## config.mk

```make
export PLATFORM = sky130hd
export DESIGN_NAME = max_sched
export DESIGN_NICKNAME = d
export VERILOG_FILES = /design/src/rtl/max_sched_pkg.sv /design/src/rtl/max_finder.sv /design/src/rtl/max_sched.sv
export SDC_FILE = /design/constraint.sdc
export NUM_CORES = 1
export LEC_CHECK = 0
export ABC_AREA = 1
export CAP_MARGIN = 5
export CORE_MARGIN = 2
export CORE_UTILIZATION = 53
export CTS_CLUSTER_DIAMETER = 60
export CTS_CLUSTER_SIZE = 20
export DETAILED_ROUTE_END_ITERATION = 16
export MAX_ROUTING_LAYER = met4
export PLACE_DENSITY = 0.94
export SYNTH_ARGS = -nofsm -noshare
export SYNTH_HDL_FRONTEND = slang
export SYNTH_SLANG_ARGS = --single-unit
```

## constraint.sdc

```tcl
create_clock -name clk -period 2.8 [get_ports clk]
set_input_delay 0.42 -clock clk [delete_from_list [all_inputs] [get_ports clk]]
set_output_delay 0.42 -clock clk [all_outputs]
set_load 0.02 [all_outputs]
```

## src/rtl/max_sched_pkg.sv

```systemverilog
// max_sched_pkg: shared types and constants for the max_sched scheduler.
package max_sched_pkg;

  // Lanes per word and pipeline depth of max_finder.
  localparam int NUM_LANES = 4;
  localparam int PIPE_LAT  = 2;

  // Scheduler FSM states.
  typedef enum logic [1:0] {
    IDLE   = 2'd0,
    ACTIVE = 2'd1,
    DRAIN  = 2'd2,
    DONE   = 2'd3
  } state_e;

  // Requester identifier (two requesters).
  typedef logic req_id_t;

endpackage

```

## src/rtl/max_finder.sv

```systemverilog
// max_finder: two-stage four-lane unsigned max pipeline.
// Stage 1 reduces lane pairs, stage 2 reduces the pair maxima.
// Data flows every cycle; the caller tracks which outputs are meaningful.
module max_finder
  import max_sched_pkg::*;
#(
  parameter int WIDTH = 4
) (
  input  logic                             clk,
  input  logic                             reset,
  input  logic [NUM_LANES-1:0][WIDTH-1:0]  lanes_i,
  output logic [WIDTH-1:0]                 max_o
);

  localparam int PAIRS = NUM_LANES / 2;

  logic [PAIRS-1:0][WIDTH-1:0] pair_d, pair_q;
  logic [WIDTH-1:0]            max_d, max_q;

  // Pairwise reduction of adjacent lanes.
  for (genvar p = 0; p < PAIRS; p++) begin : g_pair
    assign pair_d[p] = (lanes_i[2*p] > lanes_i[2*p+1]) ? lanes_i[2*p] : lanes_i[2*p+1];
  end

  assign max_d = (pair_q[0] > pair_q[1]) ? pair_q[0] : pair_q[1];

  // Pipeline registers, cleared on reset so no stale data survives.
  always_ff @(posedge clk) begin
    if (reset) begin
      pair_q <= '0;
      max_q  <= '0;
    end else begin
      pair_q <= pair_d;
      max_q  <= max_d;
    end
  end

  assign max_o = max_q;

endmodule

```

## src/rtl/max_sched.sv

```systemverilog
// max_sched: round-robin scheduler sharing one max_finder pipeline between
// two burst requesters; returns one tagged per-burst maximum over valid/ready.
// Optional watchdog: define MAX_SCHED_TIMEOUT_EN to force-close bursts whose
// owner stalls for TIMEOUT cycles (res_timeout flags those results).
module max_sched
  import max_sched_pkg::*;
#(
  parameter int WIDTH   = 4,
  parameter int CNT_W   = 8,
  parameter int TIMEOUT = 16
) (
  input  logic                       clk,
  input  logic                       reset,
  input  logic                       req0_valid,
  output logic                       req0_ready,
  input  logic [NUM_LANES*WIDTH-1:0] req0_lanes,
  input  logic                       req0_last,
  input  logic                       req1_valid,
  output logic                       req1_ready,
  input  logic [NUM_LANES*WIDTH-1:0] req1_lanes,
  input  logic                       req1_last,
  output logic                       res_valid,
  input  logic                       res_ready,
  output logic [WIDTH-1:0]           res_value,
  output logic                       res_id,
  output logic [CNT_W-1:0]           res_count,
  output logic                       res_timeout
);

  state_e                         state_q;
  req_id_t                        grant_q, ptr_q, win;
  logic [1:0]                     rdy_q;
  logic                           res_valid_q;
  logic [WIDTH-1:0]               acc_q;
  logic [CNT_W-1:0]               cnt_q;
  logic [PIPE_LAT-1:0]            vld_pipe_q;
  logic [NUM_LANES-1:0][WIDTH-1:0] mux_lanes;
  logic [WIDTH-1:0]               pipe_max;
  logic                           sel_last, accept, drain_empty, res_hs, stall_hit;

  // Input mux follows the registered grant, so the pipeline only sees the owner.
  assign mux_lanes = grant_q ? req1_lanes : req0_lanes;
  assign sel_last  = grant_q ? req1_last  : req0_last;

  // rdy_q only ever has the owner's bit set, and only in ACTIVE.
  assign accept = |(rdy_q & {req1_valid, req0_valid});
  assign res_hs = res_valid_q & res_ready;

  // Pipeline is empty next cycle once nothing sits ahead of the tail stage.
  assign drain_empty = ~|vld_pipe_q[PIPE_LAT-2:0];

  // Winner on contention is the pointer; otherwise whoever is requesting.
  always_comb begin
    win = 1'b0;
    if (req0_valid && req1_valid) win = ptr_q;
    else if (req1_valid)          win = 1'b1;
  end

  max_finder #(.WIDTH(WIDTH)) u_max_finder (
    .clk     (clk),
    .reset   (reset),
    .lanes_i (mux_lanes),
    .max_o   (pipe_max)
  );

`ifdef MAX_SCHED_TIMEOUT_EN
  localparam int STALL_W = $clog2(TIMEOUT + 1);

  logic               sel_valid;
  logic [STALL_W-1:0] stall_q;
  logic               timeout_q;

  assign sel_valid = grant_q ? req1_valid : req0_valid;
  assign stall_hit = (state_q == ACTIVE) && !sel_valid &&
                     (stall_q == STALL_W'(TIMEOUT - 1));

  // Stall counter: counts owner-idle cycles in ACTIVE, cleared by any accept.
  always_ff @(posedge clk) begin
    if (reset)                              stall_q <= '0;
    else if (state_q != ACTIVE || accept)   stall_q <= '0;
    else                                    stall_q <= stall_q + 1'b1;
  end

  // Timeout flag: marks the current burst as watchdog-closed until handshake.
  always_ff @(posedge clk) begin
    if (reset)          timeout_q <= 1'b0;
    else if (res_hs)    timeout_q <= 1'b0;
    else if (stall_hit) timeout_q <= 1'b1;
  end

  assign res_timeout = timeout_q;
`else
  logic [31:0] unused_timeout;
  assign unused_timeout = 32'(TIMEOUT);
  assign stall_hit      = 1'b0;
  assign res_timeout    = 1'b0;
`endif

  // Scheduler FSM with registered grant, pointer, readys and result valid.
  always_ff @(posedge clk) begin
    if (reset) begin
      state_q     <= IDLE;
      grant_q     <= 1'b0;
      ptr_q       <= 1'b0;
      rdy_q       <= '0;
      res_valid_q <= 1'b0;
    end else begin
      case (state_q)
        IDLE: begin
          if (req0_valid || req1_valid) begin
            grant_q <= win;
            ptr_q   <= ~win;
            rdy_q   <= win ? 2'b10 : 2'b01;
            state_q <= ACTIVE;
          end
        end
        ACTIVE: begin
          if ((accept && sel_last) || stall_hit) begin
            rdy_q   <= '0;
            state_q <= DRAIN;
          end
        end
        DRAIN: begin
          if (drain_empty) begin
            res_valid_q <= 1'b1;
            state_q     <= DONE;
          end
        end
        DONE: begin
          if (res_ready) begin
            res_valid_q <= 1'b0;
            state_q     <= IDLE;
          end
        end
        default: state_q <= IDLE;
      endcase
    end
  end

  // In-flight tracker: one bit per accepted word, aligned with max_finder stages.
  always_ff @(posedge clk) begin
    if (reset) vld_pipe_q <= '0;
    else       vld_pipe_q <= {vld_pipe_q[PIPE_LAT-2:0], accept};
  end

  // Running maximum, folded only when a tracked word leaves the pipeline.
  always_ff @(posedge clk) begin
    if (reset)                                             acc_q <= '0;
    else if (res_hs)                                       acc_q <= '0;
    else if (vld_pipe_q[PIPE_LAT-1] && (pipe_max > acc_q)) acc_q <= pipe_max;
  end

  // Word counter, saturating at all-ones.
  always_ff @(posedge clk) begin
    if (reset)                      cnt_q <= '0;
    else if (res_hs)                cnt_q <= '0;
    else if (accept && cnt_q != '1) cnt_q <= cnt_q + 1'b1;
  end

  assign req0_ready = rdy_q[0];
  assign req1_ready = rdy_q[1];
  assign res_valid  = res_valid_q;
  assign res_value  = acc_q;
  assign res_id     = grant_q;
  assign res_count  = cnt_q;

endmodule

```

After elaboration in Yosys (flattened, before gate mapping)
Cells that the tools add are included.

cells by class
  $add $sub $neg = 1
  order comparisons = 4
  equality and inequality tests = 8
  multiplexer cells = 19
  bitwise gates (word level) = 3
  reductions and logical operators = 14

operator list
  operator                                                         number
  4-bit greater-than comparator                                    4
  16-bit two-way mux                                               1
  2-bit two-way mux                                                7
  4-bit two-way mux                                                3
  8-bit by 1-bit adder with 8-bit output, second input constant    1
  2-bit != test, second input constant                             4
  8-bit != test, second input constant                             1
  2-bit one-hot mux with 4 select lines                            1
  3-bit AND reduction                                              2
  1-bit two-way mux                                                5
  2-bit == test, second input constant                             2
  1-bit logical AND                                                4
  2-bit one-hot mux with 2 select lines                            1
  4-bit AND reduction                                              1
  2-bit nonzero test                                               2
  2-bit OR reduction                                               2
  2-bit AND                                                        1
  2-bit by 1-bit == test with 1-bit output, second input constant  1
  2-bit logical NOT                                                1
  1-bit one-hot mux with 2 select lines                            1
  2-bit AND reduction                                              1
  1-bit AND                                                        1
  1-bit logical OR                                                 1
  1-bit NOT                                                        1

word-level totals
  register bits = 33
  input bits = 39
  output and inout port bits = 17
  word-level logic and storage cells = 60

Depth between registers and ports, before layout
Gate-level depths: netlist of run 1.

  word-level depth = 5
  gate-level depth with buffers = 14
  mapped depth without buffers = 12

Hierarchy
Synthesis of run 1 repeated with hierarchy kept, for this count alone.

unflattened totals
  cell total of the unflattened synthesis = 357
  area, all modules = 2282.2 um^2

modules (own cells, without submodules)
  module      times used  cells each  area an instance (um^2)  seq. area each (um^2)
  max_sched   1           232         1448.9                   420.4
  max_finder  1           125         833.3                    240.2

Worst setup path before layout of run 1
OpenSTA, ideal clock, no wires.

  path kind = reg2reg
  start point = register grant_q (netlist: res_id)
  end point = register u_max_finder.pair_q[4] in the netlist's numbering
  arrival time = 1717 ps
  required time = 2687 ps
  setup slack = 969 ps
  stages on the path, launching flop included = 15
  buffers on the path = 2
  period minus slack after synthesis = 1831 ps
  cell sequence = dfxtp_1 buf_6 inv_4 buf_6 or2_1 o21a_1 inv_1 ha_1 o21bai_1 nand2_1 nand2_1 nand2_1 nand2_1 nand2_1 nor2_1

on the way
  longest elaborated chain between the ends = 3

RTL lines
  element                        RTL line          source
  start, declared                max_sched.sv:31   req_id_t grant_q, ptr_q, win;
  start signal, assigned         max_sched.sv:111  grant_q <= win;
  16-bit two-way mux (*)         max_sched.sv:42   assign mux_lanes = grant_q ? req1_lanes : req0_lanes;
  4-bit greater-than comparator  max_finder.sv:22  assign pair_d[p] = (lanes_i[2*p] > lanes_i[2*p+1]) ? lanes_i[2*p] : lanes_i[2*p+1];
  4-bit two-way mux (*)          max_finder.sv:22
  end signal, assigned           max_finder.sv:33  pair_q <= pair_d;
  end, declared                  max_finder.sv:17  logic [PAIRS-1:0][WIDTH-1:0] pair_d, pair_q;

Every way passes the cells marked *; elsewhere a longest branch is shown, timed or not.
A chain may end at the register's enable or synchronous reset.

Worst setup path after layout of run 1
  start point = register grant_q (netlist: res_id)
  end point = output port res_id

RTL lines
  element        RTL line         source
  end, declared  max_sched.sv:25  output logic res_id,

No word-level cell between the ends.

==> results.md, run 1 <==
- By startpoint and endpoint, the worst setup path is classified as flop to output port.
- The power share of the sequential group is a little under a third.
- The flop-to-flop setup slack is between 0.6 and 0.7 ns.
- The total buffers and inverters traversed by the critical path is 2.
- The critical path's slowest cell is clkdlybuf4s50_1.
- For this design the top-level I/O count stands at between 50 and 60.
- The number of clock sinks seen by CTS is 33.
- Max-cap violations in this run came to 0.
- In this design, the largest share of critical-path delay is due to buffers and inverters.
- The core region is 3970 um^2.
- The DRC violations left is 0.
- The cell count after synthesis came out at 330.
- The average vias per placed instance is 5.03.
- The height of the die is just under 70 um.
- Along the worst path, the maximum fanout reaches 10.
- At the pin with the least slew margin, the transition time is 0.498 ns.
- The deepest clock path buffer count is 2.
- TritonCTS built the clock tree.
- The kind of end point of the critical path is an output port.
- The worst slew margin relative to its limit is around two thirds.
- IR analysis of the VDD net gives a maximum drop of 0.000396 V.
- The path with the worst hold slack has its endpoint at vld_pipe_q[1]$_SDFF_PP0_.
- The number of placed instances, taps included, is 430.
- The die area is ~4600 um^2.
- For the finished layout, the period the worst path requires is 2.23 ns.
- Counting flops and latches in the post-synthesis netlist gives 33.
- The data arrival time of the critical path is around 1.8 ns.
- The combined area of all synthesized cells is roughly 2200 um^2.
- The share of total power consumed by net switching is around 44%.
- The final worst setup slack is about 0.57 ns.
- The average footprint of a synthesized cell is 6.61 um^2.
- The overall global routing resource usage is approximately 24%.
- The setup TNS is 0 ns.
- The number of max-slew violations in the final report is 0.
- The library cell with the largest summed area after synthesis is dfxtp_1.
- The number of distinct library cell variants in the gate-level netlist after synthesis is 33.
- The number of cells on the worst reg-to-reg path is 11.
- The routed wirelength normalized by instance count is roughly 11 um.
- Once detailed placement completed, the half-perimeter wirelength came to 3770 um.
- The proportion of netlist area held by the largest area contributor is between 30 and 40%.
- The achievable frequency is 449 MHz.
- The ratio of final minimum period to clock period is roughly four fifths.
- The number of antenna violations at the first check in global routing came to 0.
- The worst register-to-register path ends at u_max_finder.pair_q[1]$_SDFF_PP0_.
- The flow ran to the end, and the final reports show no timing, DRC or antenna violations.
- The post-detailed-routing wire length is 4780 um.
- The area of all sequential standard cells is around 660 um^2.
- The starting utilization of the core area is around 55%.
- The startpoint identified for the worst register-to-register timing path is res_id$_SDFFE_PP0P_.
- The combinational share of power is 54.4%.
- The critical path goes through buf_4 -> clkdlybuf4s50_1.
- For this block, the initial DRC count from the detailed router was 71.
- Setup repair after global routing left no endpoint under its margin.
- The final hold violation count is 0.
- The setup skew after layout is about 0.012 ns.
- In this run the post-CTS setup repair buffer count came out at 0.
- Setup violations remaining at the end of the flow were counted as 0.
- The multi-input logic area is approximately 1300 um^2.
- After clock tree synthesis, the clock-pin slew on the worst setup and hold paths is ~0.07 ns.
- The internal portion of total power is roughly 1.3 mW.
- Global routing finished with a remaining overflow of 0.
- Buffers placed on the I/O ports in this run total 54.
- The worst hold path was traced through 2 stages.
- The tightest hold path in the finished design has a slack of 0.441 ns.
- Yosys printed 0 warnings.
- The initialized floorplan defines 23 standard-cell rows.
- By area the synthesized netlist is led by dfxtp_1, nand2_1, ha_1, inv_1, nor2_1.
- The top cell types in the final layout, fill and taps aside, are nand2_1, clkdlybuf4s50_1, inv_1, nor2_1, dfxtp_1.
- In this run, post-CTS hold repair placed 0 buffers.
- The clock latency at the later pin of the worst-skew pair is between 0.2 and 0.3 ns.
- In this run the most critical hold path is launched from vld_pipe_q[0]$_SDFF_PP0_.
- The most common cell after layout, fill and taps aside is nand2_1.
- Entering global routing, the biggest net connects 19 pins.
- The count of cells in the finished layout, fillers not included, comes to around 440.
- In this run the static leakage power is 1.36 nW.
- The congestion estimate from routability-driven global placement came to ~0.85.
- Summed over all nets, the switching power comes to between 1 and 1.5 mW.
- Once detail routing completed, the nets flagged for antenna violations numbered 0.
- The antenna diode instance count is 0.
- For this design the ratio of total power to cell area is between 800 and 900 nW/um^2.
- The width of the die is 68.2 um.
- The routed via count is approximately 2200.
- The clock network accounts for 15.4% of the total power.
- For this run, the slowest stage of the critical path takes between 0.6 and 0.7 ns.
- The final net count is roughly 450.
- The tightest min-delay check is of the flop to flop type.
- The first global-routing pass estimated just over 8000 um of wire.
- The pre-antenna-repair detailed-routing pass consisted of 5 iterations.
- The growth of design area from synthesis to finish is 29.9%.
- The number of filler cells placed in the layout is 325.
- Gates resized during post-CTS repair numbered 0.
- The via count of the first global-routing pass is about 2100.
- The buffer cell driving the clock tree root is clkbuf_8.
- Before CTS, the worst setup slack after placement is between 0.6 and 0.7 ns.
- The synthesized netlist net count is 390.
- The fraction of layout instances using a drive strength above 1 is 4.90%.
- Of the synthesized area, sequential elements account for between 30% and 40%.
- The H-tree was split into 2 levels.
- Clock tree synthesis inserted a total of 5 buffers.
- The required time of the critical path is around 2.4 ns.
- The worst setup path is launched from a flop.
per-layer routing:
metal  global-route usage, %  up-vias  part of all wire [%]
met5                       -        -                     0
met4                    10.3        0                   1.5
met3                    5.59        8                   4.9
met2                    44.5       67                    53
met1                    24.0      983                    40
li1                        -     1144                     -
layout make-up:
type                    instances  share of cell area, %
multi-input cells             243                   45.7
inverters                      49                   6.58
well taps                      50                   2.21
repair buffers                 55                   19.3
flip-flops and latches         33                   23.3
clock buffers                   6                   2.56
clock inverters                 2                  0.353
power groups by stage:
| stage | Sequential [mW] | Clock (mW) | Combinational, mW |
|---|---|---|---|
| floorplan | 0.712 | 0 | 0.908 |
| global placement | 0.696 | 0 | 1.16 |
| detailed placement | 0.702 | 0 | 1.24 |
| CTS | 0.691 | 0.357 | 1.25 |
| global route | 0.706 | 0.375 | 1.43 |
| finish | 0.692 | 0.353 | 1.25 |
state kept, by name, indices dropped and copies added (netlist names):
register	count
ptr_q	1
state_q	2
res_valid	1
vld_pipe_q	2
res_count	8
rdy_q	2
u_max_finder.max_o	4
res_value	4
u_max_finder.pair_q	8
res_id	1
through the flow:
step | cell area (um^2) | utilization [%] | total power, mW
after floorplan | 2180 | - | 1.62
after global placement | 2750 | 69.3 | 1.86
after detailed placement | 2750 | 69.3 | 1.94
after CTS | 2830 | 71.4 | 2.30
after global routing | 2830 | 71.4 | 2.52
final | 2830 | 71.4 | 2.29
synthesized netlist by cell type, drive strengths merged:
| library cell | n |
|---|---|
| clkbuf | 1 |
| o21a | 2 |
| conb | 1 |
| buf | 4 |
| nor3 | 1 |
| mux2i | 6 |
| o21bai | 3 |
| xor2 | 3 |
| nand4 | 5 |
| or2 | 4 |
| nand3 | 17 |
| a31oi | 1 |
| nand2 | 110 |
| nand3b | 1 |
| inv | 48 |
| ha | 21 |
| clkinv | 1 |
| a31o | 1 |
| o21ai | 3 |
| and2 | 1 |
| a21oi | 23 |
| nor2 | 40 |
| dfxtp | 33 |
cells by family after synthesis:
logic type               synth area share, %
AO/OA/AOI/OAI                           9.17
XOR/XNOR                                1.20
adder cells (fa/ha/maj)                 12.0
buffers and inverters                   10.4
flip-flops                              30.3
multiplexers                            2.75
other                                  0.172
AND/OR/NAND/NOR                         33.9
worst max path at each step:
stage          cells after the start                           endpoint                start  slack (ns)
6_report                           2                             res_id  res_id$_SDFFE_PP0P_        0.57
5_1_grt                           11  u_max_finder.pair_q[0]$_SDFF_PP0_  res_id$_SDFFE_PP0P_        0.45
4_1_cts                            2                             res_id  res_id$_SDFFE_PP0P_        0.57
3_5_place_dp                      11  u_max_finder.pair_q[1]$_SDFF_PP0_  res_id$_SDFFE_PP0P_        0.66
3_3_place_gp                       9  u_max_finder.pair_q[3]$_SDFF_PP0_  res_id$_SDFFE_PP0P_        0.74
2_1_floorplan                     14  u_max_finder.pair_q[4]$_SDFF_PP0_  res_id$_SDFFE_PP0P_        0.97
tightest hold or removal path, delay by kind of cell (launching register included):
kind                   cells  cell delay [ns]
AND/OR/NAND/NOR            1             0.03
flip-flops                 1             0.32
buffers and inverters      1             0.05
Power figures use the tool's default switching activity.
==> run 2: changes to the inputs <==
--- a/config.mk
+++ b/config.mk
@@ -8,12 +8,12 @@
 export ABC_AREA = 1
 export CAP_MARGIN = 5
 export CORE_MARGIN = 2
-export CORE_UTILIZATION = 53
+export CORE_UTILIZATION = 49
 export CTS_CLUSTER_DIAMETER = 60
 export CTS_CLUSTER_SIZE = 20
 export DETAILED_ROUTE_END_ITERATION = 16
 export MAX_ROUTING_LAYER = met4
-export PLACE_DENSITY = 0.94
+export PLACE_DENSITY = 0.88
 export SYNTH_ARGS = -nofsm -noshare
 export SYNTH_HDL_FRONTEND = slang
 export SYNTH_SLANG_ARGS = --single-unit
==> constraint.sdc (replaced) <==
create_clock -name clk -period 2.3 [get_ports clk]
set_input_delay 0.345 -clock clk [delete_from_list [all_inputs] [get_ports clk]]
set_output_delay 0.345 -clock clk [all_outputs]
set_load 0.02 [all_outputs]
==> results.md, run 2 (synthesis results as in run 1) <==
- The fraction of layout instances using a drive strength above 1 is 5.14% (+0.24 points).
- The area of placed instances came to 2760 um^2 (+0.36%).
- The critical path goes through buf_4 -> inv_4 -> or2_1 -> o21a_1 -> inv_1 -> ha_1 -> o21bai_1 -> nand2_1 -> nand2_1 -> nand2_1 -> nand2_1 -> nand2_1 -> nor2_1.
- The average vias per placed instance is 4.85 (-3.5%).
- In the layout the commonest cells are nand2_1, clkdlybuf4s50_1, inv_1, nor2_1, dfxtp_1.
- The DRC violations left is 0 (unchanged).
- The flow ran to the end, and the final reports show no timing, DRC or antenna violations.
- The buffer cell driving the clock tree root is clkbuf_8.
- The initial detailed-routing violation count is 61 (-14%).
- The setup skew after layout is 0.00593 ns (-0.00570 ns).
- The clock-pin slew on the worst setup and hold paths came to 0.07 ns (about the same).
- The number of ports placed on the die boundary is 56 (unchanged).
- The placed cell count came to 433 (+0.70%).
- The library cell used most frequently in the layout, excluding fill and tap cells, is nand2_1.
- The flop-to-flop setup slack is 0.36 ns (-0.30 ns).
- The total leakage power is 1.37 nW (+1.4%).
- The number of detailed-routing iterations run before antenna repair was 4 (-1).
- The kind of end point of the critical path is a flop.
- The number of max-cap violations is 0 (unchanged).
- The pre-CTS setup slack came to 0.289 ns (-0.375 ns).
- Among all stages on the critical path, the largest delay is contributed by dfxtp_1.
- The width of the die is 70.7 um (+3.8%).
- The final cell area excluding filler cells came to 2880 um^2 (+1.5%).
- The count of buffers added by post-CTS timing repair for setup is 0 (unchanged).
- The height of the die is 70.7 um (+3.8%).
- The overall global routing resource usage came to 19.5% (-4.5 points).
- The final net count came to 448 (+0.22%).
- Setup repair after global routing left no endpoint under its margin.
- The area growth from synthesis to layout is 31.9%.
- The ratio of final minimum period to clock period is a little over four fifths.
- The CTS tree is built.
- The number of standard cells in the layout, taps in and fillers out is 441 (+0.68%).
- The sum of internal, switching and leakage power is 2.89 mW (+26%).
- The setup TNS was 0 ns (unchanged).
- The clock buffer count from CTS is 5 (unchanged).
- The most common cell type on the critical path is nand2_1.
- The global-route congestion overflow total is 0 (unchanged).
- The antenna diode instance count is 0 (unchanged).
- The worst setup path is of the flop to flop kind.
- The number of I/O port buffers is 54 (unchanged).
- The largest net degree at the start of global routing was 20 (+1).
- The required time of the critical path came to 2.48 ns (+0.10 ns).
- The hold-fix buffer count after cts came to 0 (unchanged).
- The type of the worst min-delay path is flop to flop.
- On the critical path the largest part of the delay comes from simple AND/OR/NAND/NOR gates.
- The count of cells resized by post-cts repair is 0 (unchanged).
- The post-detailed-routing wire length is 4360 um (-8.7%).
- The deepest level of the CTS H-tree is 2 (unchanged).
- The number of max-slew violations in the final report is 0 (unchanged).
- The share of the core filled with cells came to 66.6% (-4.8 points).
- The top fanout value on the critical path was 19 (+9).
- The die area is 5000 um^2 (+7.7%).
- The final worst setup slack is 0.358 ns (-0.215 ns).
- The largest stage delay on the critical path is 0.31 ns (-0.34 ns).
- The number of antenna violations at the first check in global routing is 0 (unchanged).
- The routed via count was 2139 (-2.9%).
- The floorplan core area is 4320 um^2 (+8.9%).
- The number of setup violations in the final report is 0 (unchanged).
- The deepest clock path buffer count came to 2 (unchanged).
- For this run, the top clock speed supported by timing is 515 MHz.
- The clock latency at the later pin of the worst-skew pair is 0.29 ns (about the same).
- The routed wirelength normalized by instance count is 9.89 um (-9.3%).
- The final hold violation count was 0 (unchanged).
- The post-layout minimum cycle time is roughly 1.9 ns.
- The total number of placement rows is 24 (+4.3%).
- The worst setup path is launched from a flop.
- The final weighted congestion of routability-driven global placement is 0.877 (+2.9%).
- The total buffers and inverters traversed by the critical path is 3 (+1).
- The data arrival time of the critical path was 2.12 ns (+0.31 ns).
- The remaining number of nets flagged by the antenna check after routing was 0 (unchanged).
- The final HPWL from detailed placement is 3420 um (-9.4%).
- The worst IR drop on VDD was 0.000411 V (+3.7%).
- The ratio of total power to cell area is 1000 nW/um^2 (+24%).
- The starting utilization of the core area is 50.5% (-4.5 points).
- The number of clock sinks seen by CTS was 33 (unchanged).
- The worst hold-check slack is 0.425 ns (-0.0163 ns).
- The via count of the first global-routing pass is 1938 (-7.2%).
- The first-pass GRT wire length is 7840 um (-5.3%).
run 2: changes by cell type in the layout (fill, tap and decap cells not counted):
| cell | previous run | this run |
|---|---|---|
| buf_4 | 1 | 2 |
| bufinv_16 | 0 | 1 |
| clkbuf_8 | 5 | 6 |
| clkinv_2 | 2 | 0 |
run 2: per-layer routing:
layer / vias up / wire, um / GRT usage [%]
met3: 7 / 187 / 2.99
met5: - / 0 / -
li1: 1152 / - / -
met2: 52 / 2170 / 33.7
met4: 0 / 73 / 8.81
met1: 928 / 1930 / 22.2
run 2: path summary, 6_finish.rpt:
check / startpoint / to / cells past startpoint
worst max-delay path: res_id$_SDFFE_PP0P_ / u_max_finder.pair_q[5]$_SDFF_PP0_ / 13
worst min-delay path: vld_pipe_q[0]$_SDFF_PP0_ / vld_pipe_q[1]$_SDFF_PP0_ / 2
worst max register to register: res_id$_SDFFE_PP0P_ / u_max_finder.pair_q[5]$_SDFF_PP0_ / 13
worst min register to register: vld_pipe_q[0]$_SDFF_PP0_ / vld_pipe_q[1]$_SDFF_PP0_ / 2
run 2: layout make-up:
| class | count | area (um^2) |
|---|---|---|
| sequential | 33 | 661 |
| fill | 381 | 1450 |
| inverter | 49 | 186 |
| clock inverter | 1 | 30.0 |
| tap | 52 | 65.1 |
| timing repair buffer | 56 | 556 |
| multi-input combinational | 243 | 1290 |
| clock buffer | 7 | 86.3 |
run 2: where the power goes:
group          total (mW)  internal (mW)  switching, mW
registers           0.817          0.727         0.0904
logic                1.51          0.612          0.893
clock network       0.567          0.353          0.214
run 2: tightest hold or removal path: stages (launching register included):
cell and delay [ns]:
dfxtp_1 0.31, inv_1 0.05, nor2_1 0.03
==> run 3: changes to the inputs <==
==> constraint.sdc (replaced) <==
create_clock -name clk -period 1.8 [get_ports clk]
set_input_delay 0.27 -clock clk [delete_from_list [all_inputs] [get_ports clk]]
set_output_delay 0.27 -clock clk [all_outputs]
set_load 0.02 [all_outputs]
==> results.md, run 3 (synthesis results as in run 1) <==
- The cell count of the worst hold path is 2 (unchanged).
- In the layout the commonest cells are nand2_1, clkdlybuf4s50_1, inv_1, nor2_1, dfxtp_1.
- The achievable frequency is 570 MHz (+11%).
- The final weighted congestion of routability-driven global placement is 0.879 (+0.17%).
- The path length in cells of the critical path was 11 (-2).
- The hold-fix buffer count after cts came to 0 (unchanged).
- By startpoint and endpoint, the worst setup path is classified as flop to flop.
- The clock buffer count from CTS is 5 (unchanged).
- The clock latency at the later pin of the worst-skew pair is 0.29 ns (about the same).
- The number of cells on the worst reg-to-reg path is 11 (-2).
- The deepest clock path buffer count was 2 (unchanged).
- The total buffers and inverters traversed by the critical path is 3 (unchanged).
- The die area was 5000 um^2 (unchanged).
- The height of the die is 70.7 um (unchanged).
- The setup skew after layout is 0.00382 ns (-0.00212 ns).
- The ratio of total power to cell area came to 1300 nW/um^2 (+30%).
- The fraction of layout instances using a drive strength above 1 is 9.55% (+4.4 points).
- The global-route congestion overflow total is 0 (unchanged).
- The most common cell after layout, fill and taps aside is nand2_1.
- The deepest level of the CTS H-tree is 2 (unchanged).
- The required time of the critical path came to 2.03 ns (-0.45 ns).
- The run finished with clean final reports.
- The routed via count is 2249 (+5.1%).
- The number of I/O port buffers was 54 (unchanged).
- The data arrival time of the critical path came to 1.98 ns (-0.14 ns).
- The most numerous cell type found on the critical path is nand2_1.
- The final cell area excluding filler cells was 3010 um^2 (+4.6%).
- The final HPWL from detailed placement is 3620 um (+6.0%).
- The number of antenna violations at the first check in global routing is 0 (unchanged).
- The area of placed instances is 2830 um^2 (+2.4%).
- The number of ports placed on the die boundary came to 56 (unchanged).
- The largest stage delay on the critical path is 0.39 ns (+0.08 ns).
- Setup repair after global routing could not meet its margin everywhere.
- The worst setup path is captured at a flop.
- STA classifies the critical path startpoint as a flop.
- The number of max-cap violations came to 0 (unchanged).
- The average vias per placed instance is 5.00 (+3.0%).
- The initial detailed-routing violation count is 70 (+15%).
- The setup TNS is 0 ns (unchanged).
- Compared with the post-synthesis result, the final layout area differs by 37.9%.
- TritonCTS built the clock tree.
- The share of the core filled with cells is 69.6% (+3.0 points).
- The total number of placement rows is 24 (unchanged).
- The worst hold-check slack is 0.430 ns (+0.00589 ns).
- The number of setup violations in the final report is 0 (unchanged).
- The total leakage power was 1.44 nW (+4.4%).
- The number of filler cells placed in the layout is 348 (-8.7%).
- The ratio of final minimum period to clock period is 97.5% (+13 points).
- The overall global routing resource usage was 21.8% (+2.2 points).
- The first-pass GRT wire length is 8800 um (+12%).
- The clock-pin slew on the worst setup and hold paths came to 0.06 ns (about the same).
- The post-layout minimum cycle time came to 1.75 ns (-0.187 ns).
- The starting utilization of the core area is 50.5% (unchanged).
- The critical path's slowest cell is dfxtp_4.
- The type of the worst min-delay path is flop to flop.
- The via count of the first global-routing pass is 2186 (+13%).
- The antenna diode instance count is 0 (unchanged).
- The top fanout value on the critical path is 12 (-7).
- The sum of internal, switching and leakage power is 3.92 mW (+36%).
- The critical path goes through buf_12 -> inv_8 -> or2_1 -> o21a_1 -> inv_1 -> ha_1 -> nand3_1 -> nand2_4 -> nand2_1 -> nand2_1 -> nor2_1.
- The number of max-slew violations in the final report is 0 (unchanged).
- The final net count is 458 (+2.2%).
- The number of clock sinks seen by CTS is 33 (unchanged).
- The number of detailed-routing iterations run before antenna repair is 5 (+1).
- The final hold violation count is 0 (unchanged).
- The DRC violations left is 0 (unchanged).
- The largest net degree at the start of global routing came to 19 (-5.0%).
- The floorplan core area was 4320 um^2 (unchanged).
- The post-detailed-routing wire length is 5040 um (+16%).
- The tree is rooted in a clkbuf_8.
- The worst IR drop on VDD came to 0.000576 V (+40%).
- The routed wirelength normalized by instance count is 11.2 um (+13%).
- The width of the die is 70.7 um (unchanged).
- The kind of cell adding the most delay to the critical path is simple AND/OR/NAND/NOR gates.
- The remaining number of nets flagged by the antenna check after routing is 0 (unchanged).
[run 3: cell types whose count changed in the layout (fill, tap and decap cells not counted), sizes merged]
cell / change
clkbuf: -1
buf: +9
clkinv: +1
[run 3: power breakdown]
part | switching (mW) | total (mW) | internal [mW]
clock network | 0.272 | 0.674 | 0.402
registers | 0.134 | 1.07 | 0.934
logic | 1.25 | 2.18 | 0.925
[run 3: per-stage QoR]
stage	std cells	worst slack, ns
floorplan	330	0.0504
global placement	440	-0.0385
detailed placement	440	-0.0917
CTS	447	0.0207
global route	450	-0.0920
finish	450	0.0453
[run 3: timing repair]
item / 4_1_cts / 5_1_grt
gates resized for setup: 2 / 10
gates cloned: 0 / 1
endpoints found under the setup margin: 2 / 8
hold endpoints to repair: 0 / 0
pin swaps: 1 / 0
buffers inserted: 0 / 2
[run 3: final timing paths]
path | startpoint | to | slack, ns
worst max-delay path | res_id$_SDFFE_PP0P_ | u_max_finder.pair_q[5]$_SDFF_PP0_ | 0.05
worst min-delay path | vld_pipe_q[0]$_SDFF_PP0_ | vld_pipe_q[1]$_SDFF_PP0_ | 0.43
worst max register to register | res_id$_SDFFE_PP0P_ | u_max_finder.pair_q[5]$_SDFF_PP0_ | 0.05
worst min register to register | vld_pipe_q[0]$_SDFF_PP0_ | vld_pipe_q[1]$_SDFF_PP0_ | 0.43
[run 3: routing by layer]
| layer | track usage (%) | wire [um] |
|---|---|---|
| met5 | - | 0 |
| met4 | 5.87 | 98 |
| met1 | 22.7 | 2060 |
| met2 | 40.5 | 2640 |
| met3 | 5.41 | 245 |
[run 3: final cells by class]
type	count	area, um^2	area share (%)
inverter	49	191	6.36
tap	52	65.1	2.16
clock inverter	2	35.0	1.16
sequential	33	664	22.1
timing repair buffer	66	661	22.0
clock buffer	5	68.8	2.29
multi-input combinational	243	1320	44.0
[run 3: worst reg2reg max path: cells and delay by family, from the launching register on]
family	cells	cell delay, ns
AND/OR/NAND/NOR	6	0.68
flip-flops	1	0.39
buffers and inverters	3	0.28
adder cells (fa/ha/maj)	1	0.23
AO/OA/AOI/OAI	1	0.11
